$ cat config.mk
export PLATFORM = sky130hd
export DESIGN_NAME = sink_ram_arbiter_flat
export DESIGN_NICKNAME = d
export VERILOG_FILES = /design/src/rtl/sink_ram_arbiter_if.sv /design/src/rtl/sink_ram_arbiter.sv /design/src/flat_wrapper.sv
export SDC_FILE = /design/constraint.sdc
export NUM_CORES = 1
export LEC_CHECK = 0
export BUFFER_PORTS_ARGS = -buffer_cell sky130_fd_sc_hd__buf_2
export CORE_ASPECT_RATIO = 1.2
export CORE_MARGIN = 2
export CORE_UTILIZATION = 33
export CTS_CLUSTER_SIZE = 12
export DETAILED_ROUTE_END_ITERATION = 10
export HOLD_SLACK_MARGIN = 0.06
export MAX_ROUTING_LAYER = met4
export PLACE_DENSITY = 0.55
export RECOVER_POWER = 50
export SYNTH_ARGS = -nofsm -noshare
export SYNTH_HDL_FRONTEND = slang
export SYNTH_SLANG_ARGS = --single-unit
$ cat constraint.sdc
create_clock -name clk -period 3.2 [get_ports clk]
set_input_delay 0.32 -clock clk [delete_from_list [all_inputs] [get_ports clk]]
set_output_delay 0.32 -clock clk [all_outputs]
set_load 0.02 [all_outputs]
$ cat src/rtl/sink_ram_arbiter_if.sv
// sink_ram_arbiter_if
//   Bundles the two command/response requester ports and the AXI4-Stream
//   dump output of sink_ram_arbiter.
//   r0_* / r1_* : command valid/ready/op/addr/wdata in, one-cycle response out
//   m_axis_*    : dump stream (tdata/tvalid/tlast out, tready in)
//   Modport slave is the arbiter side; modport master is the requester /
//   stream-consumer side.
interface sink_ram_arbiter_if #(
    parameter int AW = 5,
    parameter int DW = 8
);
    logic          r0_valid;
    logic          r0_ready;
    logic [1:0]    r0_op;
    logic [AW-1:0] r0_addr;
    logic [DW-1:0] r0_wdata;
    logic          r0_rsp_valid;
    logic [DW-1:0] r0_rsp_rdata;
    logic          r0_rsp_err;

    logic          r1_valid;
    logic          r1_ready;
    logic [1:0]    r1_op;
    logic [AW-1:0] r1_addr;
    logic [DW-1:0] r1_wdata;
    logic          r1_rsp_valid;
    logic [DW-1:0] r1_rsp_rdata;
    logic          r1_rsp_err;

    logic [DW-1:0] m_axis_tdata;
    logic          m_axis_tvalid;
    logic          m_axis_tlast;
    logic          m_axis_tready;

    modport slave (
        input  r0_valid, r0_op, r0_addr, r0_wdata,
        output r0_ready, r0_rsp_valid, r0_rsp_rdata, r0_rsp_err,
        input  r1_valid, r1_op, r1_addr, r1_wdata,
        output r1_ready, r1_rsp_valid, r1_rsp_rdata, r1_rsp_err,
        output m_axis_tdata, m_axis_tvalid, m_axis_tlast,
        input  m_axis_tready
    );

    modport master (
        output r0_valid, r0_op, r0_addr, r0_wdata,
        input  r0_ready, r0_rsp_valid, r0_rsp_rdata, r0_rsp_err,
        output r1_valid, r1_op, r1_addr, r1_wdata,
        input  r1_ready, r1_rsp_valid, r1_rsp_rdata, r1_rsp_err,
        input  m_axis_tdata, m_axis_tvalid, m_axis_tlast,
        output m_axis_tready
    );
endinterface

$ cat src/rtl/sink_ram_arbiter.sv
// sink_ram_arbiter
//   Owns a DEPTH x DW scratch RAM shared by two requesters under round-robin
//   arbitration. Ops: 00 read, 01 write, 10 full-RAM dump over AXI4-Stream,
//   11 illegal (error response). Responses go only to the issuing requester.
//   Ports:
//     clk   : clock, rising edge
//     reset : synchronous, active-high
//     bus   : sink_ram_arbiter_if.slave (both requesters + m_axis dump stream)

// Per-requester response register: one-cycle pulse with error flag. Read data
// is taken from the shared RAM output register only on read responses so the
// bus shows 0 for every other response and while idle.
module sink_ram_arbiter_rsp #(
    parameter int DW = 8
) (
    input  logic          clk,
    input  logic          reset,
    input  logic          set_vld,
    input  logic          set_err,
    input  logic          set_rd,
    input  logic [DW-1:0] ram_q,
    output logic          rsp_valid,
    output logic          rsp_err,
    output logic [DW-1:0] rsp_rdata
);
    logic vld_q, err_q, rd_q;

    always_ff @(posedge clk) begin
        if (reset) begin
            vld_q <= 1'b0;
            err_q <= 1'b0;
            rd_q  <= 1'b0;
        end else begin
            vld_q <= set_vld;
            err_q <= set_err;
            rd_q  <= set_rd;
        end
    end

    assign rsp_valid = vld_q;
    assign rsp_err   = err_q;
    assign rsp_rdata = rd_q ? ram_q : '0;
endmodule

module sink_ram_arbiter #(
    parameter int AW = 5,
    parameter int DW = 8
) (
    input logic               clk,
    input logic               reset,
    sink_ram_arbiter_if.slave bus
);
    // Two requesters: the grant index and priority pointer are single bits.
    localparam int NREQ  = 2;
    localparam int DEPTH = 1 << AW;

    localparam logic [1:0] OP_RD   = 2'b00;
    localparam logic [1:0] OP_WR   = 2'b01;
    localparam logic [1:0] OP_DUMP = 2'b10;
    localparam logic [1:0] OP_ILL  = 2'b11;

    typedef enum logic [1:0] {IDLE, RD, DUMP} state_t;

    state_t state;
    logic   ptr;          // requester that wins when both are valid
    logic   dump_owner;
    logic [AW-1:0] dump_addr;   // address of the beat currently presented
    logic   tvalid, tlast;

    // Requester ports gathered into packed vectors
    logic [NREQ-1:0]         req_vld, req_rdy;
    logic [NREQ-1:0][1:0]    req_op;
    logic [NREQ-1:0][AW-1:0] req_addr;
    logic [NREQ-1:0][DW-1:0] req_wdata;
    logic [NREQ-1:0]         rsp_valid, rsp_err;
    logic [NREQ-1:0][DW-1:0] rsp_rdata;

    assign req_vld   = {bus.r1_valid, bus.r0_valid};
    assign req_op    = {bus.r1_op,    bus.r0_op};
    assign req_addr  = {bus.r1_addr,  bus.r0_addr};
    assign req_wdata = {bus.r1_wdata, bus.r0_wdata};

    assign bus.r0_ready     = req_rdy[0];
    assign bus.r1_ready     = req_rdy[1];
    assign bus.r0_rsp_valid = rsp_valid[0];
    assign bus.r1_rsp_valid = rsp_valid[1];
    assign bus.r0_rsp_err   = rsp_err[0];
    assign bus.r1_rsp_err   = rsp_err[1];
    assign bus.r0_rsp_rdata = rsp_rdata[0];
    assign bus.r1_rsp_rdata = rsp_rdata[1];

    // ---------------- grant ----------------
    logic          gnt_vld, gnt_idx;
    logic [1:0]    gnt_op;
    logic [AW-1:0] gnt_addr;
    logic [DW-1:0] gnt_wdata;

    always_comb begin
        gnt_vld = !reset && (state == IDLE) && (|req_vld);
        // With both valid the pointer decides; otherwise the lone valid wins.
        gnt_idx = (&req_vld) ? ptr : req_vld[1];
        req_rdy = gnt_vld ? (NREQ'(1) << gnt_idx) : '0;
    end

    assign gnt_op    = req_op[gnt_idx];
    assign gnt_addr  = req_addr[gnt_idx];
    assign gnt_wdata = req_wdata[gnt_idx];

    // ---------------- dump stream ----------------
    logic dump_hs, dump_last, dump_done;

    assign dump_hs   = (state == DUMP) && tvalid && bus.m_axis_tready;
    assign dump_last = &dump_addr;
    assign dump_done = dump_hs && dump_last;

    // ---------------- RAM ----------------
    // One registered read port serves both single reads and dump beats.
    // ram_q only loads on a read enable, so a stalled beat holds its data.
    logic [DW-1:0] mem [DEPTH];
    logic [DW-1:0] ram_q;
    logic          ram_we, ram_re;
    logic [AW-1:0] ram_raddr;

    assign ram_we = gnt_vld && (gnt_op == OP_WR);

    always_comb begin
        ram_re    = 1'b0;
        ram_raddr = gnt_addr;
        if (gnt_vld && gnt_op == OP_RD) begin
            ram_re = 1'b1;
        end else if (gnt_vld && gnt_op == OP_DUMP) begin
            ram_re    = 1'b1;
            ram_raddr = '0;
        end else if (dump_hs && !dump_last) begin
            ram_re    = 1'b1;
            ram_raddr = dump_addr + 1'b1;
        end
    end

    // Contents are deliberately not reset; they survive a reset pulse.
    always_ff @(posedge clk) begin
        if (ram_we)
            mem[gnt_addr] <= gnt_wdata;
        if (ram_re)
            ram_q <= mem[ram_raddr];
    end

    assign bus.m_axis_tdata  = tvalid ? ram_q : '0;
    assign bus.m_axis_tvalid = tvalid;
    assign bus.m_axis_tlast  = tlast;

    // ---------------- control FSM ----------------
    always_ff @(posedge clk) begin
        if (reset) begin
            state      <= IDLE;
            ptr        <= 1'b0;
            dump_owner <= 1'b0;
            dump_addr  <= '0;
            tvalid     <= 1'b0;
            tlast      <= 1'b0;
        end else begin
            case (state)
                IDLE: begin
                    if (gnt_vld) begin
                        ptr <= ~gnt_idx;
                        case (gnt_op)
                            OP_RD:   state <= RD;
                            OP_DUMP: begin
                                state      <= DUMP;
                                dump_owner <= gnt_idx;
                                dump_addr  <= '0;
                                tvalid     <= 1'b1;
                                tlast      <= 1'b0;
                            end
                            default: state <= IDLE;   // write / illegal
                        endcase
                    end
                end
                RD: state <= IDLE;
                DUMP: begin
                    if (dump_hs) begin
                        if (dump_last) begin
                            tvalid <= 1'b0;
                            tlast  <= 1'b0;
                            state  <= IDLE;
                        end else begin
                            dump_addr <= dump_addr + 1'b1;
                            tlast     <= (dump_addr == AW'(DEPTH - 2));
                        end
                    end
                end
                default: state <= IDLE;
            endcase
        end
    end

    // ---------------- per-requester responses ----------------
    for (genvar i = 0; i < NREQ; i++) begin : g_rsp
        logic mine, set_vld, set_err, set_rd;

        assign mine    = gnt_vld && (gnt_idx == 1'(i));
        // Dump completion is reported when the last beat is accepted.
        assign set_vld = (mine && gnt_op != OP_DUMP) ||
                         (dump_done && dump_owner == 1'(i));
        assign set_err = mine && (gnt_op == OP_ILL);
        assign set_rd  = mine && (gnt_op == OP_RD);

        sink_ram_arbiter_rsp #(.DW(DW)) u_rsp (
            .clk       (clk),
            .reset     (reset),
            .set_vld   (set_vld),
            .set_err   (set_err),
            .set_rd    (set_rd),
            .ram_q     (ram_q),
            .rsp_valid (rsp_valid[i]),
            .rsp_err   (rsp_err[i]),
            .rsp_rdata (rsp_rdata[i])
        );
    end
endmodule

$ cat src/flat_wrapper.sv
// flat-port wrapper written by rule: the top's interface ports become plain ports
module sink_ram_arbiter_flat 
#(
    parameter int AW = 5,
    parameter int DW = 8
)
  (clk, reset, bus_r0_valid, bus_r0_op, bus_r0_addr, bus_r0_wdata, bus_r0_ready, bus_r0_rsp_valid, bus_r0_rsp_rdata, bus_r0_rsp_err, bus_r1_valid, bus_r1_op, bus_r1_addr, bus_r1_wdata, bus_r1_ready, bus_r1_rsp_valid, bus_r1_rsp_rdata, bus_r1_rsp_err, bus_m_axis_tdata, bus_m_axis_tvalid, bus_m_axis_tlast, bus_m_axis_tready);
  sink_ram_arbiter_if #(.AW(AW), .DW(DW)) bus_i ();
  input logic clk;
  input logic reset;
  input wire logic [$bits(bus_i.r0_valid)-1:0] bus_r0_valid;
  input wire logic [$bits(bus_i.r0_op)-1:0] bus_r0_op;
  input wire logic [$bits(bus_i.r0_addr)-1:0] bus_r0_addr;
  input wire logic [$bits(bus_i.r0_wdata)-1:0] bus_r0_wdata;
  output wire logic [$bits(bus_i.r0_ready)-1:0] bus_r0_ready;
  output wire logic [$bits(bus_i.r0_rsp_valid)-1:0] bus_r0_rsp_valid;
  output wire logic [$bits(bus_i.r0_rsp_rdata)-1:0] bus_r0_rsp_rdata;
  output wire logic [$bits(bus_i.r0_rsp_err)-1:0] bus_r0_rsp_err;
  input wire logic [$bits(bus_i.r1_valid)-1:0] bus_r1_valid;
  input wire logic [$bits(bus_i.r1_op)-1:0] bus_r1_op;
  input wire logic [$bits(bus_i.r1_addr)-1:0] bus_r1_addr;
  input wire logic [$bits(bus_i.r1_wdata)-1:0] bus_r1_wdata;
  output wire logic [$bits(bus_i.r1_ready)-1:0] bus_r1_ready;
  output wire logic [$bits(bus_i.r1_rsp_valid)-1:0] bus_r1_rsp_valid;
  output wire logic [$bits(bus_i.r1_rsp_rdata)-1:0] bus_r1_rsp_rdata;
  output wire logic [$bits(bus_i.r1_rsp_err)-1:0] bus_r1_rsp_err;
  output wire logic [$bits(bus_i.m_axis_tdata)-1:0] bus_m_axis_tdata;
  output wire logic [$bits(bus_i.m_axis_tvalid)-1:0] bus_m_axis_tvalid;
  output wire logic [$bits(bus_i.m_axis_tlast)-1:0] bus_m_axis_tlast;
  input wire logic [$bits(bus_i.m_axis_tready)-1:0] bus_m_axis_tready;
  assign bus_i.r0_valid = bus_r0_valid;
  assign bus_i.r0_op = bus_r0_op;
  assign bus_i.r0_addr = bus_r0_addr;
  assign bus_i.r0_wdata = bus_r0_wdata;
  assign bus_r0_ready = bus_i.r0_ready;
  assign bus_r0_rsp_valid = bus_i.r0_rsp_valid;
  assign bus_r0_rsp_rdata = bus_i.r0_rsp_rdata;
  assign bus_r0_rsp_err = bus_i.r0_rsp_err;
  assign bus_i.r1_valid = bus_r1_valid;
  assign bus_i.r1_op = bus_r1_op;
  assign bus_i.r1_addr = bus_r1_addr;
  assign bus_i.r1_wdata = bus_r1_wdata;
  assign bus_r1_ready = bus_i.r1_ready;
  assign bus_r1_rsp_valid = bus_i.r1_rsp_valid;
  assign bus_r1_rsp_rdata = bus_i.r1_rsp_rdata;
  assign bus_r1_rsp_err = bus_i.r1_rsp_err;
  assign bus_m_axis_tdata = bus_i.m_axis_tdata;
  assign bus_m_axis_tvalid = bus_i.m_axis_tvalid;
  assign bus_m_axis_tlast = bus_i.m_axis_tlast;
  assign bus_i.m_axis_tready = bus_m_axis_tready;
  sink_ram_arbiter #(.AW(AW), .DW(DW)) u_core (.clk(clk), .reset(reset), .bus(bus_i));
endmodule
==> flow_metrics.env, run 1 <==
export IMPL_place_ws_ns=0.000674
export IMPL_muxShareOfSynthArea_pct=8.80
export IMPL_synth_area_leader_cell="edfxtp_1"
export IMPL_remaining_drc_errors=0
export IMPL_power_mw=8.15
export IMPL_rsz0062_at_grt="yes"
export IMPL_power_leakage_nw=5.14
export IMPL_synth_fa_ha_area_share_pct=0.317
export IMPL_synth_compound_area_share_pct=5.86
export IMPL_grt_first_pass_wirelength_um=45700
export IMPL_antenna_found_initial=0
export IMPL_wl_per_cell_um=20.3
export IMPL_worst_slack_ns=0.0115
export IMPL_clock_latency_ns=0.56
export IMPL_portBuffers=66
export IMPL_synth_seq_area_share_pct=69.8
export IMPL_critPathKind="flop to flop"
export IMPL_p_comb_share_pct=12.5
export IMPL_worstPathMaxFanout=5
export IMPL_core_um2=35700
export IMPL_arrival_ns=3.48
export IMPL_initial_core_util_pct=33.2
export IMPL_avgViaCountPerCell=5.04
export IMPL_wl_um=30500
export IMPL_drv_slew=0
export IMPL_clockBufferDepth=3
export IMPL_syn_area_per_cell_um2=13.8
export IMPL_die_area_um2=37400
export IMPL_clkPwrFrac_pct=36.9
export IMPL_grt_max_degree=42
export IMPL_hold_viol=0
export IMPL_cts_tree="built"
export IMPL_io_pin_count=67
export IMPL_clkSinkCount=281
export IMPL_drive_gt1_share_pct=19.4
export IMPL_hold_ws_ns=0.106
export IMPL_run_status="finished clean"
export IMPL_synth_edf_count=264
export IMPL_skew_ns=0.0186
export IMPL_nets=1057
export IMPL_synth_cell_type_count=51
export IMPL_die_y_um=212
export IMPL_final_cell_mix="264 x edfxtp_1, 153 x nand2_1, 100 x mux2i_1, 71 x buf_4, 48 x nor2_1"
export IMPL_antenna_left=0
export IMPL_ys_ff_latch=281
export IMPL_internal_power_mw=6.19
export IMPL_die_w_um=177
export IMPL_placementRows=76
export IMPL_p_switching_mw=1.96
export IMPL_synthXorXnorAreaFrac_pct=0.370
export IMPL_drtIter0Drc=498
export IMPL_period_minus_slack_ns=3.19
export IMPL_synth_nets=899
export IMPL_synthTopCellsByArea="edfxtp_1 67%, mux2i_1 8.7%, nand2_1 4.8%"
export IMPL_via_count=7578
export IMPL_post_route_period_util_pct=99.6
export IMPL_synth_top_family_by_area="simple AND/OR/NAND/NOR gates"
export IMPL_worstSetupEndpointType="flop"
export IMPL_cts_inserted_buffers=28
export IMPL_fin_setup_tns_ns=0
export IMPL_area_delta_synth_final_pct=21.1
export IMPL_powerDensity_nw_per_um2=568
export IMPL_setup_worst_path_start_class="flop"
export IMPL_synth_warnings=0
export IMPL_post_dp_hpwl_um=19900
export IMPL_netlist_area_um2=11800
export IMPL_layout_commonest_cell="edfxtp_1"
export IMPL_gp_congestion=0.850
export IMPL_htreeDepth=1
export IMPL_swShare_pct=24.0
export IMPL_synth_top_area_share_pct=66.9
export IMPL_path_clk_slew_ns=0.06
export IMPL_gr_usage_all_layers_pct=16.7
export IMPL_max_freq_mhz=314
export IMPL_cts_root_buffer="clkbuf_16"
export IMPL_post_route_util_pct=40.2
export IMPL_synthSimpleGateAreaFrac_pct=12.5
export IMPL_grt_overflow_total=0
export IMPL_hp_class="primary input to flop"
export IMPL_ir_drop_mv=0.369
export IMPL_n_antenna_cell=0
export IMPL_critPathRequiredTime_ns=3.49
export IMPL_synth_ff_type="edfxtp_1"
export IMPL_relSlewSlack_pct=2.73
export IMPL_first_pass_iters=5
export IMPL_postSynthCellCount=861
export IMPL_max_cap_viol_count=0
export IMPL_max_slew_worst_pin_slew_ns=1.46
export IMPL_seqPwrFrac_pct=50.7
export IMPL_synth_async_sr_flop_share_pct=0
export IMPL_grt_pass1_vias=7413
export IMPL_finalSetupViolCount=0
-- cell usage after synthesis (8+ instances only) --
cell type and instances:
nand2b_1 8, edfxtp_1 264, nand3_1 40, clkbuf_1 15, nor2_1 48, nor3_1 11
o22ai_1 14, a21oi_1 13, a31oi_1 20, inv_1 8, nand2_1 153, mux2i_1 103
a32oi_1 21, and2_1 25, buf_4 8, dfxtp_1 17, buf_2 10
-- final timing paths --
path	start	endpoint	slack, ns	cells after the start
setup / recovery	u_core.dump_addr[0]	u_core.ram_q[1]	0.01	15
hold reg to reg	u_core.dump_owner	u_core.dump_owner	0.48	2
hold / removal	reset	u_core.g_rsp[0].u_rsp.rsp_valid	0.11	2
setup reg to reg	u_core.dump_addr[0]	u_core.ram_q[1]	0.01	15
-- critical path: stages (launching register included) --
cell,delay (ns)
dfxtp_1,0.31
ha_1,0.23
and3_1,0.20
ha_1,0.19
buf_4,0.14
nor3_1,0.19
buf_4,0.17
nand2_1,0.05
o211ai_1,0.16
clkbuf_16,0.21
buf_4,0.14
buf_12,0.12
mux2i_1,0.28
mux2i_1,0.17
o22ai_1,0.27
nor4_2,0.09
-- per-stage QoR --
step | cell area [µm²] | instances
2_1_floorplan | 11800 | 861
3_3_place_gp | 13300 | 1439
3_5_place_dp | 13300 | 1439
4_1_cts | 14200 | 1498
6_report | 14300 | 1504
5_1_grt | 14300 | 1504
-- power by group through the flow --
stage	Sequential (mW)	Clock [mW]	Combinational [mW]
2_1_floorplan	4.20	0	0.565
3_3_place_gp	4.20	0	0.947
3_5_place_dp	4.20	0	0.953
4_1_cts	4.12	3.07	0.989
5_1_grt	4.13	3.22	1.09
6_report	4.13	3.00	1.02
-- sequential cells by signal, indices dropped and copies added, names as in the netlist --
name and cells:
u_core.ram_q 8, u_core.g_rsp.u_rsp.rsp_err 2, u_core.g_rsp.u_rsp.rd_q 2, u_core.dump_addr 5, u_core.state 2, u_core.bus.m_axis_tlast 1
u_core.bus.m_axis_tvalid 1, u_core.g_rsp.u_rsp.rsp_valid 2, u_core.dump_owner 1, u_core.ptr 1, u_core.mem 256
-- cell families after synthesis --
family / Yosys count
buffers and inverters: 49
DFF: 281
adders and majority gates: 3
and+or+nand+nor: 323
AOI/OAI and AO/OA: 96
xor gates and xnor gates: 5
muxes: 104
-- cell type report --
type,instances,area (µm²)
fillers,3333,21300
flip-flops and latches,281,8270
multi-input cells,531,3400
repair buffers,169,1250
clock buffers,43,798
well taps,468,586
inverters,8,30.0
clock inverters,4,16.3
-- repair_timing --
| item | 4_1_cts | 5_1_grt |
|---|---|---|
| setup endpoints to repair | 1 | 7 |
| gates resized for setup | 1 | 19 |
| hold buffers | 5 | 0 |
| setup buffers | 6 | 5 |
| pin swaps | 0 | 4 |
| hold endpoints to repair | 3 | 0 |
| gates cloned | 1 | 1 |
-- per-layer routing --
layer  GRT usage (%)  routed length [µm]  vias up
met5               -                   0        -
met4            6.67                 972        0
met3            1.67                1370       44
met2            27.5               15200      190
met1            21.3               13000     3799
li1                -                   -     3545
No activity file was read; power rests on OpenSTA's default activity.
==> inputs of run 2 (changes only) <==
Settings changed: CORE_MARGIN 2 to not set.
==> run 2 against run 1 <==
Via count is 0.86% lower. Global-route usage is 0.12 points lower. Routed wire length is 0.16% lower. First-iteration DRC count is 25% higher. Final area is 0.37% higher. Register-to-register slack better by 0.08 ns. Die area is 2.1% lower. Combinational power hardly changed. Sequential share of layout area is 0.21 points lower. Clock power is 4% higher. Critical path type unchanged. Largest cell class unchanged. Highest routed layer unchanged.
==> flow_metrics.env, run 2 (synthesis gave the netlist of run 1 again) <==
export IMPL_clkPwrFrac_pct=37.6
export IMPL_clkSinkCount=281
export IMPL_via_count=7513
export IMPL_run_status="finished clean"
export IMPL_period_minus_slack_ns=3.11
export IMPL_cp_depth=11
export IMPL_relSlewSlack_pct=37.2
export IMPL_nets=1050
export IMPL_first_pass_iters=5
export IMPL_reg2reg_depth=11
export IMPL_seqPwrFrac_pct=49.9
export IMPL_placementRows=75
export IMPL_portBuffers=66
export IMPL_grt_overflow_total=0
export IMPL_antenna_left=0
export IMPL_largest_reg_flops=256
export IMPL_crit_path_top_delay_cell="or3_1"
export IMPL_grt_max_degree=50
export IMPL_critPathRequiredTime_ns=3.56
export IMPL_cp_num_buf_inv=1
export IMPL_swShare_pct=24.3
export IMPL_powerDensity_nw_per_um2=574
export IMPL_worstSetupEndpointType="flop"
export IMPL_n_antenna_cell=0
export IMPL_drv_slew=0
export IMPL_wl_um=30500
export IMPL_drive_gt1_share_pct=20.4
export IMPL_use_met3_pct=2.39
export IMPL_post_route_period_util_pct=97.2
export IMPL_antenna_found_initial=1
export IMPL_htreeDepth=1
export IMPL_finalSetupViolCount=0
export IMPL_cts_tree="built"
export IMPL_core_um2=35200
export IMPL_fin_setup_tns_ns=0
export IMPL_holdPathStages=2
export IMPL_met2_usage_pct=28.3
export IMPL_ir_drop_mv=0.415
export IMPL_path_cells="ha_1 -> and3_1 -> ha_2 -> or3_1 -> o211ai_2 -> and3_4 -> buf_12 -> nand2_1 -> a32oi_1 -> a31oi_2 -> nor4_2"
export IMPL_layout_commonest_cell="edfxtp_1"
export IMPL_hp_class="primary input to flop"
export IMPL_area_delta_synth_final_pct=21.5
export IMPL_io_pin_count=67
export IMPL_worstPathMaxFanout=23
export IMPL_post_dp_hpwl_um=19800
export IMPL_internal_power_mw=6.26
export IMPL_drtIter0Drc=622
export IMPL_cts_root_buffer="clkbuf_16"
export IMPL_stdcell_count=1494
export IMPL_clockBufferDepth=3
export IMPL_grt_pass1_vias=7244
export IMPL_arrival_ns=3.47
export IMPL_skew_ns=0.0162
export IMPL_hold_viol=0
export IMPL_power_leakage_nw=5.13
export IMPL_p_switching_mw=2.01
export IMPL_critPathKind="flop to flop"
export IMPL_final_cell_mix="264 x edfxtp_1, 153 x nand2_1, 97 x mux2i_1, 63 x buf_4, 48 x nor2_1"
export IMPL_max_cap_viol_count=0
export IMPL_max_slew_worst_pin_slew_ns=0.941
export IMPL_die_area_um2=36700
export IMPL_crit_family="simple AND/OR/NAND/NOR gates"
export IMPL_remaining_drc_errors=0
export IMPL_gp_congestion=0.898
export IMPL_rsz0062_at_grt="no"
export IMPL_initial_core_util_pct=33.7
export IMPL_dp_cells=1423
export IMPL_die_w_um=175
export IMPL_avgViaCountPerCell=5.03
export IMPL_p_comb_share_pct=12.5
export IMPL_die_y_um=210
export IMPL_setup_worst_path_start_class="flop"
export IMPL_gr_usage_all_layers_pct=16.6
export IMPL_wl_per_cell_um=20.4
export IMPL_grt_busiest_layer="met2"
export IMPL_cts_inserted_buffers=29
export IMPL_clock_latency_ns=0.55
export IMPL_slowest_delay_ns=0.45
export IMPL_max_freq_mhz=322
export IMPL_grt_first_pass_wirelength_um=44300
export IMPL_largest_register="u_core.mem"
export IMPL_top_regs="u_core.mem x256, u_core.ram_q x8, u_core.dump_addr x5"
export IMPL_path_clk_slew_ns=0.06
export IMPL_globalRouteMet1Util_pct=20.1
## run 2: changes by cell type in the layout (fill, tap and decap cells not counted), sizes merged
cell,change
inv,+1
bufinv,+1
clkinv,+2
clkbuf,+3
clkdlybuf4s25,+1
buf,-12
## run 2: final timing paths
check,slack [ns],to,start
max,0.09,u_core.ram_q[4],u_core.dump_addr[0]
min,0.09,u_core.bus.m_axis_tlast,reset
max reg2reg,0.09,u_core.ram_q[4],u_core.dump_addr[0]
min reg2reg,0.48,u_core.dump_owner,u_core.dump_owner
## run 2: repair_timing
action,in CTS,in global routing
buffers inserted,0,12
endpoints found under the setup margin,0,7
gates resized for setup,0,35
endpoints found under the hold margin,3,0
hold buffers,5,0
## run 2: routing by layer
layer  part of all wire, %  up-vias
met5                     0        -
met4                   3.4        0
met3                   5.3       55
met2                    50      259
met1                    41     3666
li1                      -     3533
## run 2: power groups by stage
stage	Sequential (mW)	Clock [mW]	Combinational (mW)
final	4.13	3.11	1.04
after global routing	4.13	3.30	1.10
after CTS	4.13	3.16	0.953
after detailed placement	4.20	0	0.946
after global placement	4.20	0	0.944
after floorplan	4.20	0	0.565
## run 2: stage by stage
stage / instance area [µm²] / power, mW / utilization, % / setup slack (ns) / hold WS (ns)
final: 14400 / 8.27 / 40.9 / 0.0896 / 0.0886
after detailed placement: 13200 / 5.15 / 37.5 / 0.0313 / 0.469
after global placement: 13200 / 5.15 / 37.5 / 0.0359 / 0.456
after global routing: 14400 / 8.53 / 40.9 / 0.0105 / 0.0907
after CTS: 14100 / 8.24 / 40.1 / 0.000903 / 0.0755
after floorplan: 11800 / 4.76 / - / 0.321 / 0.395
## run 2: layout make-up
type | instances | area [µm²]
clock buffers | 43 | 788
flip-flops and latches | 281 | 8270
clock inverters | 8 | 66.3
repair buffers | 161 | 1190
inverters | 8 | 30.0
fillers | 3250 | 20800
well taps | 462 | 578
multi-input cells | 531 | 3480
